==> config.mk <==
export PLATFORM = sky130hd
export DESIGN_NAME = label_resolver_flat
export DESIGN_NICKNAME = d
export VERILOG_FILES = /design/src/rtl/label_resolver_pkg.sv /design/src/rtl/label_resolver_if.sv /design/src/rtl/label_resolver.sv /design/src/flat_wrapper.sv
export SDC_FILE = /design/constraint.sdc
export NUM_CORES = 1
export LEC_CHECK = 0
export BUFFER_PORTS_ARGS = -buffer_cell sky130_fd_sc_hd__buf_2
export CAP_MARGIN = 30
export CORE_ASPECT_RATIO = 0.7
export CORE_MARGIN = 2
export CORE_UTILIZATION = 48
export CTS_CLUSTER_SIZE = 8
export DETAILED_ROUTE_END_ITERATION = 7
export PLACE_DENSITY_LB_ADDON = 0.2
export SYNTH_ARGS = -nofsm -noshare
export SYNTH_HDL_FRONTEND = slang
export SYNTH_SLANG_ARGS = --single-unit
==> constraint.sdc <==
create_clock -name clk -period 2.1 [get_ports clk]
set_input_delay 0.105 -clock clk [delete_from_list [all_inputs] [get_ports clk]]
set_output_delay 0.105 -clock clk [all_outputs]
set_load 0.005 [all_outputs]
==> src/rtl/label_resolver_pkg.sv <==
// Shared types for the label resolver: label type, background label, FSM states.
package label_resolver_pkg;

    localparam int unsigned DEF_LABEL_W = 11;

    typedef logic [DEF_LABEL_W-1:0] label_t;

    localparam label_t LABEL_BG = '0;

    typedef enum logic [2:0] {
        S_IDLE,
        S_READ,
        S_CHECK,
        S_POP,
        S_WRITE,
        S_DONE
    } state_t;

endpackage

==> src/rtl/label_resolver_if.sv <==
// Request/result handshake between the label producer, the resolver and blob statistics.
interface label_resolver_if
    import label_resolver_pkg::*;
#(
    parameter int unsigned LABEL_W = DEF_LABEL_W
);
    logic               req_valid;
    logic               req_ready;
    logic [LABEL_W-1:0] req_label;
    logic               res_valid;
    logic               res_ready;
    logic [LABEL_W-1:0] res_root;
    logic               res_err;

    modport master (
        output req_valid, req_label, res_ready,
        input  req_ready, res_valid, res_root, res_err
    );

    modport slave (
        input  req_valid, req_label, res_ready,
        output req_ready, res_valid, res_root, res_err
    );
endinterface

==> src/rtl/label_resolver.sv <==
// Walks the parent-pointer RAM to a label's root; with LABEL_RESOLVE_COMPRESS_EN defined it
// also pushes visited labels and rewrites them to the root (path compression).
module label_resolver
    import label_resolver_pkg::*;
#(
    parameter int unsigned LABEL_W  = DEF_LABEL_W,
    parameter int unsigned STK_LOG2 = 7,
    parameter int unsigned MAX_HOPS = 255
) (
    input  logic               clk,
    input  logic               reset,
    label_resolver_if.slave    bus,
    output logic               ram_rd_en,
    output logic [LABEL_W-1:0] ram_addr,
    input  logic [LABEL_W-1:0] ram_rd_data,
    output logic               ram_wr_en,
    output logic [LABEL_W-1:0] ram_wr_data,
    output logic               stk_push,
    output logic               stk_pop,
    output logic [LABEL_W-1:0] stk_d,
    input  logic [LABEL_W-1:0] stk_q,
    input  logic               stk_full,
    output logic               ovf
);
    localparam int unsigned HOP_W = $clog2(MAX_HOPS + 1);

    state_t             state, state_nx;
    logic [LABEL_W-1:0] cur;
    logic [LABEL_W-1:0] root;
    logic               err_q;
    logic [HOP_W-1:0]   hops;
    logic               at_root;
    logic               hop_lim;

    assign at_root = (ram_rd_data == cur);
    assign hop_lim = (hops == HOP_W'(MAX_HOPS));

`ifdef LABEL_RESOLVE_COMPRESS_EN
    localparam int unsigned PC_W = STK_LOG2 + 1;
    logic [PC_W-1:0] pcnt;
    logic            ovf_q;
    logic            walk_end_pop;

    // pcnt mirrors the stack occupancy for this request, so the shared stack's empty flag is not needed
    assign walk_end_pop = (pcnt != '0);
    assign ovf          = ovf_q;

    always_ff @(posedge clk) begin
        if (reset) begin
            pcnt  <= '0;
            ovf_q <= 1'b0;
        end else begin
            if (state == S_CHECK && !at_root && !hop_lim) begin
                if (stk_full) ovf_q <= 1'b1;
                else          pcnt  <= pcnt + 1'b1;
            end else if (state == S_POP) begin
                pcnt <= pcnt - 1'b1;
            end
        end
    end
`else
    logic walk_end_pop;
    logic unused_stk;

    assign walk_end_pop = 1'b0;
    assign ovf          = 1'b0;
    assign unused_stk   = ^{stk_q, stk_full, 1'(STK_LOG2)};
`endif

    always_ff @(posedge clk) begin
        if (reset) begin
            state <= S_IDLE;
            cur   <= '0;
            root  <= '0;
            err_q <= 1'b0;
            hops  <= '0;
        end else begin
            state <= state_nx;
            case (state)
                S_IDLE: if (bus.req_valid) cur <= bus.req_label;
                S_CHECK: begin
                    if (at_root || hop_lim) begin
                        root <= cur;
                        if (!at_root) err_q <= 1'b1;
                    end else begin
                        cur  <= ram_rd_data;
                        hops <= hops + 1'b1;
                    end
                end
                S_DONE: begin
                    if (bus.res_ready) begin
                        hops  <= '0;
                        err_q <= 1'b0;
                    end
                end
                default: ;
            endcase
        end
    end

    always_comb begin
        state_nx    = state;
        ram_rd_en   = 1'b0;
        ram_wr_en   = 1'b0;
        ram_addr    = '0;
        ram_wr_data = '0;
        stk_push    = 1'b0;
        stk_pop     = 1'b0;
        stk_d       = '0;
        case (state)
            S_IDLE: if (bus.req_valid) state_nx = S_READ;
            S_READ: begin
                ram_rd_en = 1'b1;
                ram_addr  = cur;
                state_nx  = S_CHECK;
            end
            S_CHECK: begin
                if (at_root || hop_lim) begin
                    state_nx = walk_end_pop ? S_POP : S_DONE;
                end else begin
`ifdef LABEL_RESOLVE_COMPRESS_EN
                    if (!stk_full) begin
                        stk_push = 1'b1;
                        stk_d    = cur;
                    end
`endif
                    state_nx = S_READ;
                end
            end
`ifdef LABEL_RESOLVE_COMPRESS_EN
            S_POP: begin
                stk_pop  = 1'b1;
                state_nx = S_WRITE;
            end
            S_WRITE: begin
                ram_wr_en   = 1'b1;
                ram_addr    = stk_q;
                ram_wr_data = root;
                state_nx    = walk_end_pop ? S_POP : S_DONE;
            end
`endif
            S_DONE: if (bus.res_ready) state_nx = S_IDLE;
            default: state_nx = S_IDLE;
        endcase
    end

    assign bus.req_ready = (state == S_IDLE);
    assign bus.res_valid = (state == S_DONE);
    assign bus.res_root  = root;
    assign bus.res_err   = err_q;

endmodule
==> src/flat_wrapper.sv <==
// flat-port wrapper written by rule: the top's interface ports become plain ports
module label_resolver_flat import label_resolver_pkg::*;
#(
    parameter int unsigned LABEL_W  = DEF_LABEL_W,
    parameter int unsigned STK_LOG2 = 7,
    parameter int unsigned MAX_HOPS = 255
)
  (clk, reset, ram_rd_en, ram_addr, ram_rd_data, ram_wr_en, ram_wr_data, stk_push, stk_pop, stk_d, stk_q, stk_full, ovf, bus_req_valid, bus_req_label, bus_res_ready, bus_req_ready, bus_res_valid, bus_res_root, bus_res_err);
  label_resolver_if #(.LABEL_W(LABEL_W)) bus_i ();
  input  logic clk;
  input  logic reset;
  output logic ram_rd_en;
  output logic [LABEL_W-1:0] ram_addr;
  input  logic [LABEL_W-1:0] ram_rd_data;
  output logic ram_wr_en;
  output logic [LABEL_W-1:0] ram_wr_data;
  output logic stk_push;
  output logic stk_pop;
  output logic [LABEL_W-1:0] stk_d;
  input  logic [LABEL_W-1:0] stk_q;
  input  logic stk_full;
  output logic ovf;
  input wire logic [$bits(bus_i.req_valid)-1:0] bus_req_valid;
  input wire logic [$bits(bus_i.req_label)-1:0] bus_req_label;
  input wire logic [$bits(bus_i.res_ready)-1:0] bus_res_ready;
  output wire logic [$bits(bus_i.req_ready)-1:0] bus_req_ready;
  output wire logic [$bits(bus_i.res_valid)-1:0] bus_res_valid;
  output wire logic [$bits(bus_i.res_root)-1:0] bus_res_root;
  output wire logic [$bits(bus_i.res_err)-1:0] bus_res_err;
  assign bus_i.req_valid = bus_req_valid;
  assign bus_i.req_label = bus_req_label;
  assign bus_i.res_ready = bus_res_ready;
  assign bus_req_ready = bus_i.req_ready;
  assign bus_res_valid = bus_i.res_valid;
  assign bus_res_root = bus_i.res_root;
  assign bus_res_err = bus_i.res_err;
  label_resolver #(.LABEL_W(LABEL_W), .STK_LOG2(STK_LOG2), .MAX_HOPS(MAX_HOPS)) u_core (.clk(clk), .reset(reset), .bus(bus_i), .ram_rd_en(ram_rd_en), .ram_addr(ram_addr), .ram_rd_data(ram_rd_data), .ram_wr_en(ram_wr_en), .ram_wr_data(ram_wr_data), .stk_push(stk_push), .stk_pop(stk_pop), .stk_d(stk_d), .stk_q(stk_q), .stk_full(stk_full), .ovf(ovf));
endmodule
==> qor.csv, run 1 <==
stage,metric,value,unit
outcome,status,"complete, no violations",
global_route,overflow,0,
cells_and_area,antenna_cells,0,
worst_setup_path,ff2ff_setup_slack,0.18,ns
hold_path,min_from,bus_req_valid,
placed_design,hpwl,3110,um
worst_setup_path,crit_path_end_kind,flop,
route,wire_per_inst,12.4,um
synthesis,yosysSeqAreaShare,32.4,%
clock_tree,cts-htree-levels,2,
synthesis,synth_seq_cells,34,
global_route,grt_pass1_vias,1497,
cells_and_area,fillCellCount,402,
clock_tree,cts_setup_buffers,0,
global_route,gr-usage-met2,27.1,%
power,vdd_ir_drop_max,0.000349,V
cells_and_area,syn_to_final_growth,15.6,%
floorplanning,die_h,59.4,um
global_route,met3_usage,5.01,%
placed_design,port_buffers,51,
floorplanning,core,4280,um2
sta,worst_pin_slew,0.596,ns
route,first_pass_iters,4,
synthesis,syn_area,2100,um2
placed_design,place.gp.congestion,0.709,
sta,fmax,0.521,GHz
synthesis,synth_top_area_share,32.4,%
sta,rsz0062_at_grt,no,
synthesis,avgSynthCellArea,9.03,um2
floorplanning,die_w,83.1,um
route,vias,1669,
clock_tree,cts_buffers,5,
sta,setup_tns,0,ns
sta,whs,0.0969,ns
sta,relSlewSlack,60.3,%
route,via_per_inst,4.92,
clock_tree,clock_sinks,34,
route,detail-route-antenna-nets,0,
synthesis,yosysWarnings,0,
sta,fin_skew,0.00778,ns
global_route,grt_first_pass_wirelength,7100,um
global_route,grtUsageMet1,25.6,%
hold_path,hold-path-endpoint,u_core.state[2],
global_route,antenna_found_initial,0,
route,wl,4190,um
floorplanning,rows,20,
worst_setup_path,r2r-start,u_core.state[1],
global_route,grt_max_degree,29,
route,drt_iter0_drc,77,
clock_tree,cts-resized-gates,0,
floorplanning,dieArea,4940,um2
placed_design,place_inst,331,
sta,setup_viol,0,
global_route,grt.busiest_layer,met2,
cells_and_area,drive_gt1_share,29.6,%
clock_tree,cts_root_buf,clkbuf_8,
clock_tree,clkTransAtPathRegs,0.07,ns
worst_setup_path,setup.worst_path.start_class,flop,
clock_tree,clock_latency,0.29,ns
hold_path,hold_class,in2reg,
hold_path,whs_path_depth,3,
worst_setup_path,critPathKind,reg2reg,
clock_tree,cts_tree,built,
global_route,grtUsageTotal,18.0,%
worst_setup_path,crit_required,2.25,ns
worst_setup_path,crit_arrival,2.06,ns
route,drc,0,
worst_setup_path,reg2reg_depth,5,
power,powerDensity,646,nW/um2
synthesis,yosys.area.top_type,dfxtp_1,
cells_and_area,final_cell_count_no_fill,339,
job,max-cap-violations,0,
synthesis,synth_cell_types,42,
power,power.leakage,0.00104,uW
sta,maxSlewViolCount,0,
floorplanning,initial_core_util,49.2,%
synthesis,syn-instance-count,233,
worst_setup_path,reg2reg_to,u_core.cur[0],
clock_tree,cts_max_path_buffers,2,
synthesis,synth_area_leaders,"dfxtp_1, mux2i_1, buf_4",
floorplanning,io-pin-count,90,
cells_and_area,finalNetCount,322,
sta,period_minus_slack,1.92,ns
worst_setup_path,crit_fanout,11,
sta,min_period_over_period,91.3,%
sta,finalHoldViolCount,0,
clock_tree,cts_hold_repair.buffers,0,
[stage by stage]
step                      utilization [%]  power, uW  instance area [um2]  setup WS [ns]
after floorplan                         -        932                 2200          0.421
after global placement               54.3        977                 2320          0.202
after detailed placement             54.3        979                 2320          0.210
after CTS                            56.8       1580                 2430          0.173
after global routing                 56.8       1650                 2430         0.0251
final                                56.8       1570                 2430          0.182
[sequential cells by signal, indices dropped and copies added (netlist names)]
signal	flops
u_core.bus.res_root	11
u_core.cur	11
u_core.hops	8
u_core.state	3
u_core.bus.res_err	1
[logic make-up (layout without fill, tap and decap cells)]
family | count (synthesis) | after routing | synth area share [%]
mux | 26 | 26 | 12.4
simple gates | 89 | 89 | 24.6
buf+inv | 42 | 68 | 12.9
xor+xnor | 11 | 11 | 4.58
other cells | 1 | 26 | 0.178
compound gates | 29 | 29 | 12.4
fa+ha+maj | 1 | 1 | 0.595
flops | 34 | 34 | 32.4
[power by group]
group | total [uW] | leakage [uW] | internal, uW | switching [uW]
logic | 259 | 0.000710 | 125 | 134
registers | 705 | 0.000277 | 673 | 32.5
clock network | 607 | 0.0000514 | 354 | 253
[layout by cell type (no fill, tap or decap), types with 2 or more instances in the layout]
cell type | Yosys | layout
buf_2 | 4 | 51
dfxtp_1 | 34 | 34
mux2i_1 | 26 | 26
conb_1 | 1 | 26
nand2b_1 | 24 | 24
nor3_1 | 14 | 14
and2_1 | 11 | 11
xnor2_1 | 11 | 11
nand2_1 | 10 | 10
a211oi_2 | 10 | 10
a21oi_1 | 6 | 6
buf_4 | 27 | 6
or2_2 | 5 | 5
clkbuf_8 | 0 | 5
nand3_1 | 4 | 4
nand4_1 | 4 | 4
nor2_1 | 4 | 4
and3_1 | 3 | 3
o21ai_0 | 2 | 2
a31oi_1 | 2 | 2
inv_1 | 2 | 2
a31o_2 | 2 | 2
[worst max path at each step]
stage | start | to | slack (ns) | cells past startpoint
2_1_floorplan | u_core.hops[0] | u_core.cur[3] | 0.42 | 7
6_report | u_core.state[1] | u_core.cur[0] | 0.18 | 5
4_1_cts | u_core.state[1] | u_core.cur[0] | 0.17 | 5
3_3_place_gp | u_core.state[1] | u_core.cur[0] | 0.20 | 5
5_1_grt | u_core.hops[0] | u_core.cur[0] | 0.03 | 6
3_5_place_dp | u_core.hops[0] | u_core.cur[0] | 0.21 | 6
[cells in the mapped netlist, drive strengths merged]
cell,count
dfxtp,34
buf,33
nand3b,1
nor2b,1
nand4,4
a221oi,1
a211oi,11
mux2i,26
a31oi,2
and3,3
or3,1
o21a,1
and2,11
a21boi,1
nand4b,1
nand3,4
a22o,1
a22oi,1
and4,1
nand2b,24
xnor2,11
o211ai,1
inv,2
nand2,10
a21oi,6
o21ai,2
conb,1
nor3b,2
a31o,2
and3b,1
nor2,4
nor3,14
clkbuf,7
or4,1
or2,6
ha,1
[per-layer routing]
metal / part of all wire (%) / up-vias / routed length [um]
li1: - / 856 / -
met3: 4.9 / 5 / 205
met2: 42 / 47 / 1780
met4: 0.79 / 0 / 33
met1: 52 / 761 / 2170
met5: 0 / - / 0
[layout make-up]
type	count	area (um2)	share of cell area, %
multi-input cells	182	1240	51.2
well taps	55	68.8	2.83
flip-flops and latches	34	681	28.0
clock buffers	6	72.6	2.98
clock inverters	2	37.5	1.54
inverters	2	7.51	0.309
repair buffers	58	320	13.2
[worst max-delay path, stage by stage (launching register included)]
cell,delay (ns)
dfxtp_1,0.38
nor3b_2,0.34
a21boi_4,0.26
a22o_1,0.16
or2_1,0.49
a211oi_1,0.14
Note: power is estimated with default switching activity, not from simulation.
==> run 2, diff against run 1 <==
--- a/config.mk
+++ b/config.mk
@@ -7,12 +7,14 @@
 export LEC_CHECK = 0
 export BUFFER_PORTS_ARGS = -buffer_cell sky130_fd_sc_hd__buf_2
 export CAP_MARGIN = 30
-export CORE_ASPECT_RATIO = 0.7
+export CORE_ASPECT_RATIO = 0.5
 export CORE_MARGIN = 2
 export CORE_UTILIZATION = 48
 export CTS_CLUSTER_SIZE = 8
 export DETAILED_ROUTE_END_ITERATION = 7
+export GPL_ROUTABILITY_DRIVEN = 0
 export PLACE_DENSITY_LB_ADDON = 0.2
+export RECOVER_POWER = 100
 export SYNTH_ARGS = -nofsm -noshare
 export SYNTH_HDL_FRONTEND = slang
 export SYNTH_SLANG_ARGS = --single-unit
==> run 2 against run 1 <==
  * Clock skew rose by 0.0017 ns
  * Critical path depth is 1 higher
  * Hold slack improved by 0.0072 ns
  * Sequential cell count unchanged
  * Global-route usage grew 0.39 points
  * Setup slack got worse by 0.014 ns
  * Sequential share of layout area rose by 1.3 points
  * Combinational power decreased by 9.3%
  * Critical endpoint is now u_core.cur[9]
  * Largest cell class unchanged
  * Highest routed layer unchanged
==> qor.csv, run 2 (same netlist as run 1, synthesis figures left out) <==
stage,metric,value,unit
outcome,status,"complete, no violations",
cells_and_area,drive_gt1_share,24.1,%
worst_setup_path,critPathKind,reg2reg,
cells_and_area,fin_area,2320,um2
global_route,antenna_found_initial,0,
worst_setup_path,crit_path_end_kind,flop,
placed_design,hpwl,3260,um
sta,finalHoldViolCount,0,
route,detail-route-antenna-nets,0,
sta,rsz0062_at_grt,no,
global_route,grt_pass1_vias,1582,
power,vdd_ir_drop_max,0.000315,V
sta,min_period_over_period,92.0,%
sta,fin_skew,0.00951,ns
floorplanning,dieArea,4960,um2
clock_tree,clkTransAtPathRegs,0.08,ns
cells_and_area,finalNetCount,320,
clock_tree,cts_buffers,5,
cells_and_area,most-common-layout-cells,"buf_2, dfxtp_1, mux2i_1, conb_1, nand2b_1",
floorplanning,core,4040,um2
global_route,grt_first_pass_wirelength,7250,um
sta,setup_tns,0,ns
sta,maxSlewViolCount,0,
power,powerDensity,625,nW/um2
worst_setup_path,setup.worst_path.start_class,flop,
cells_and_area,mostFrequentLayoutCell,buf_2,
hold_path,hold_class,in2reg,
route,wire_per_inst,13.2,um
worst_setup_path,ff2ff_setup_slack,0.17,ns
floorplanning,die_h,50.8,um
clock_tree,cts_max_path_buffers,2,
route,drt_iter0_drc,52,
clock_tree,clock_latency,0.29,ns
clock_tree,cts_tree,built,
worst_setup_path,crit_arrival,2.13,ns
sta,worst_pin_slew,0.656,ns
route,vias,1727,
global_route,grt_max_degree,37,
placed_design,port_buffers,51,
sta,relSlewSlack,55.9,%
global_route,grtUsageTotal,18.4,%
floorplanning,io-pin-count,90,
route,wl,4450,um
floorplanning,initial_core_util,52.0,%
clock_tree,cts_hold_repair.buffers,0,
global_route,overflow,0,
floorplanning,rows,16,
power,power.leakage,0.000980,uW
sta,fmax,0.517,GHz
worst_setup_path,crit_fanout,11,
floorplanning,die_w,97.6,um
clock_tree,cts-htree-levels,2,
cells_and_area,fillCellCount,376,
placed_design,dpl_cell_area,2290,um2
route,first_pass_iters,4,
worst_setup_path,crit_required,2.30,ns
sta,period_minus_slack,1.93,ns
cells_and_area,syn_to_final_growth,10.5,%
sta,setup_viol,0,
cells_and_area,antenna_cells,0,
route,drc,0,
job,max-cap-violations,0,
clock_tree,cts_root_buf,clkbuf_8,
route,via_per_inst,5.14,
clock_tree,clock_sinks,34,
## run 2: what timing repair did
item                                   in CTS  in global routing
gates resized for setup                     0                  1
setup endpoints to repair                   0                 11
endpoints found under the hold margin       0                  0
buffers inserted                            0                  0
## run 2: path summary, 6_finish.rpt
path                            cells past startpoint            from               to
worst max register to register                      6  u_core.hops[0]    u_core.cur[9]
worst min-delay path                                3   bus_req_valid  u_core.state[2]
worst min register to register                      2  u_core.hops[7]   u_core.hops[7]
worst max-delay path                                6  u_core.hops[0]    u_core.cur[9]
## run 2: worst max-delay path, stage by stage, from the launching register on
cell	delay, ns
dfxtp_1	0.40
ha_1	0.19
and3_1	0.22
a21boi_2	0.13
a22o_1	0.24
or2_2	0.40
a211oi_1	0.26
## run 2: where the power goes
part / switching [uW] / internal (uW)
registers: 33.2 / 673
logic: 125 / 110
clock network: 248 / 264
## run 2: layout make-up
cell class	instances	area (um2)	share of cell area (%)
Multi-Input combinational cell	182	1190	51.3
Sequential cell	34	681	29.3
Timing Repair Buffer	56	282	12.1
Clock buffer	6	82.6	3.55
Tap cell	54	67.6	2.91
Clock inverter	2	12.5	0.538
Inverter	2	7.51	0.323
## run 2: routing by layer
layer / global-route usage (%) / part of all wire, %
met5: 0 / 0
met4: 6.02 / 0.81
met3: 5.43 / 5.8
met2: 30.7 / 44
met1: 23.2 / 49
## run 2: stage by stage
stage	setup WS [ns]	total power, uW	util, %	cells	hold slack, ns
finish	0.167	1450	57.5	336	0.104
global route	0.0703	1530	57.5	336	0.125
CTS	0.0770	1480	59.1	336	0.0971
detailed placement	0.0920	975	56.7	328	0.400
global placement	0.116	970	56.7	328	0.389
floorplan	0.421	932	-	258	0.255
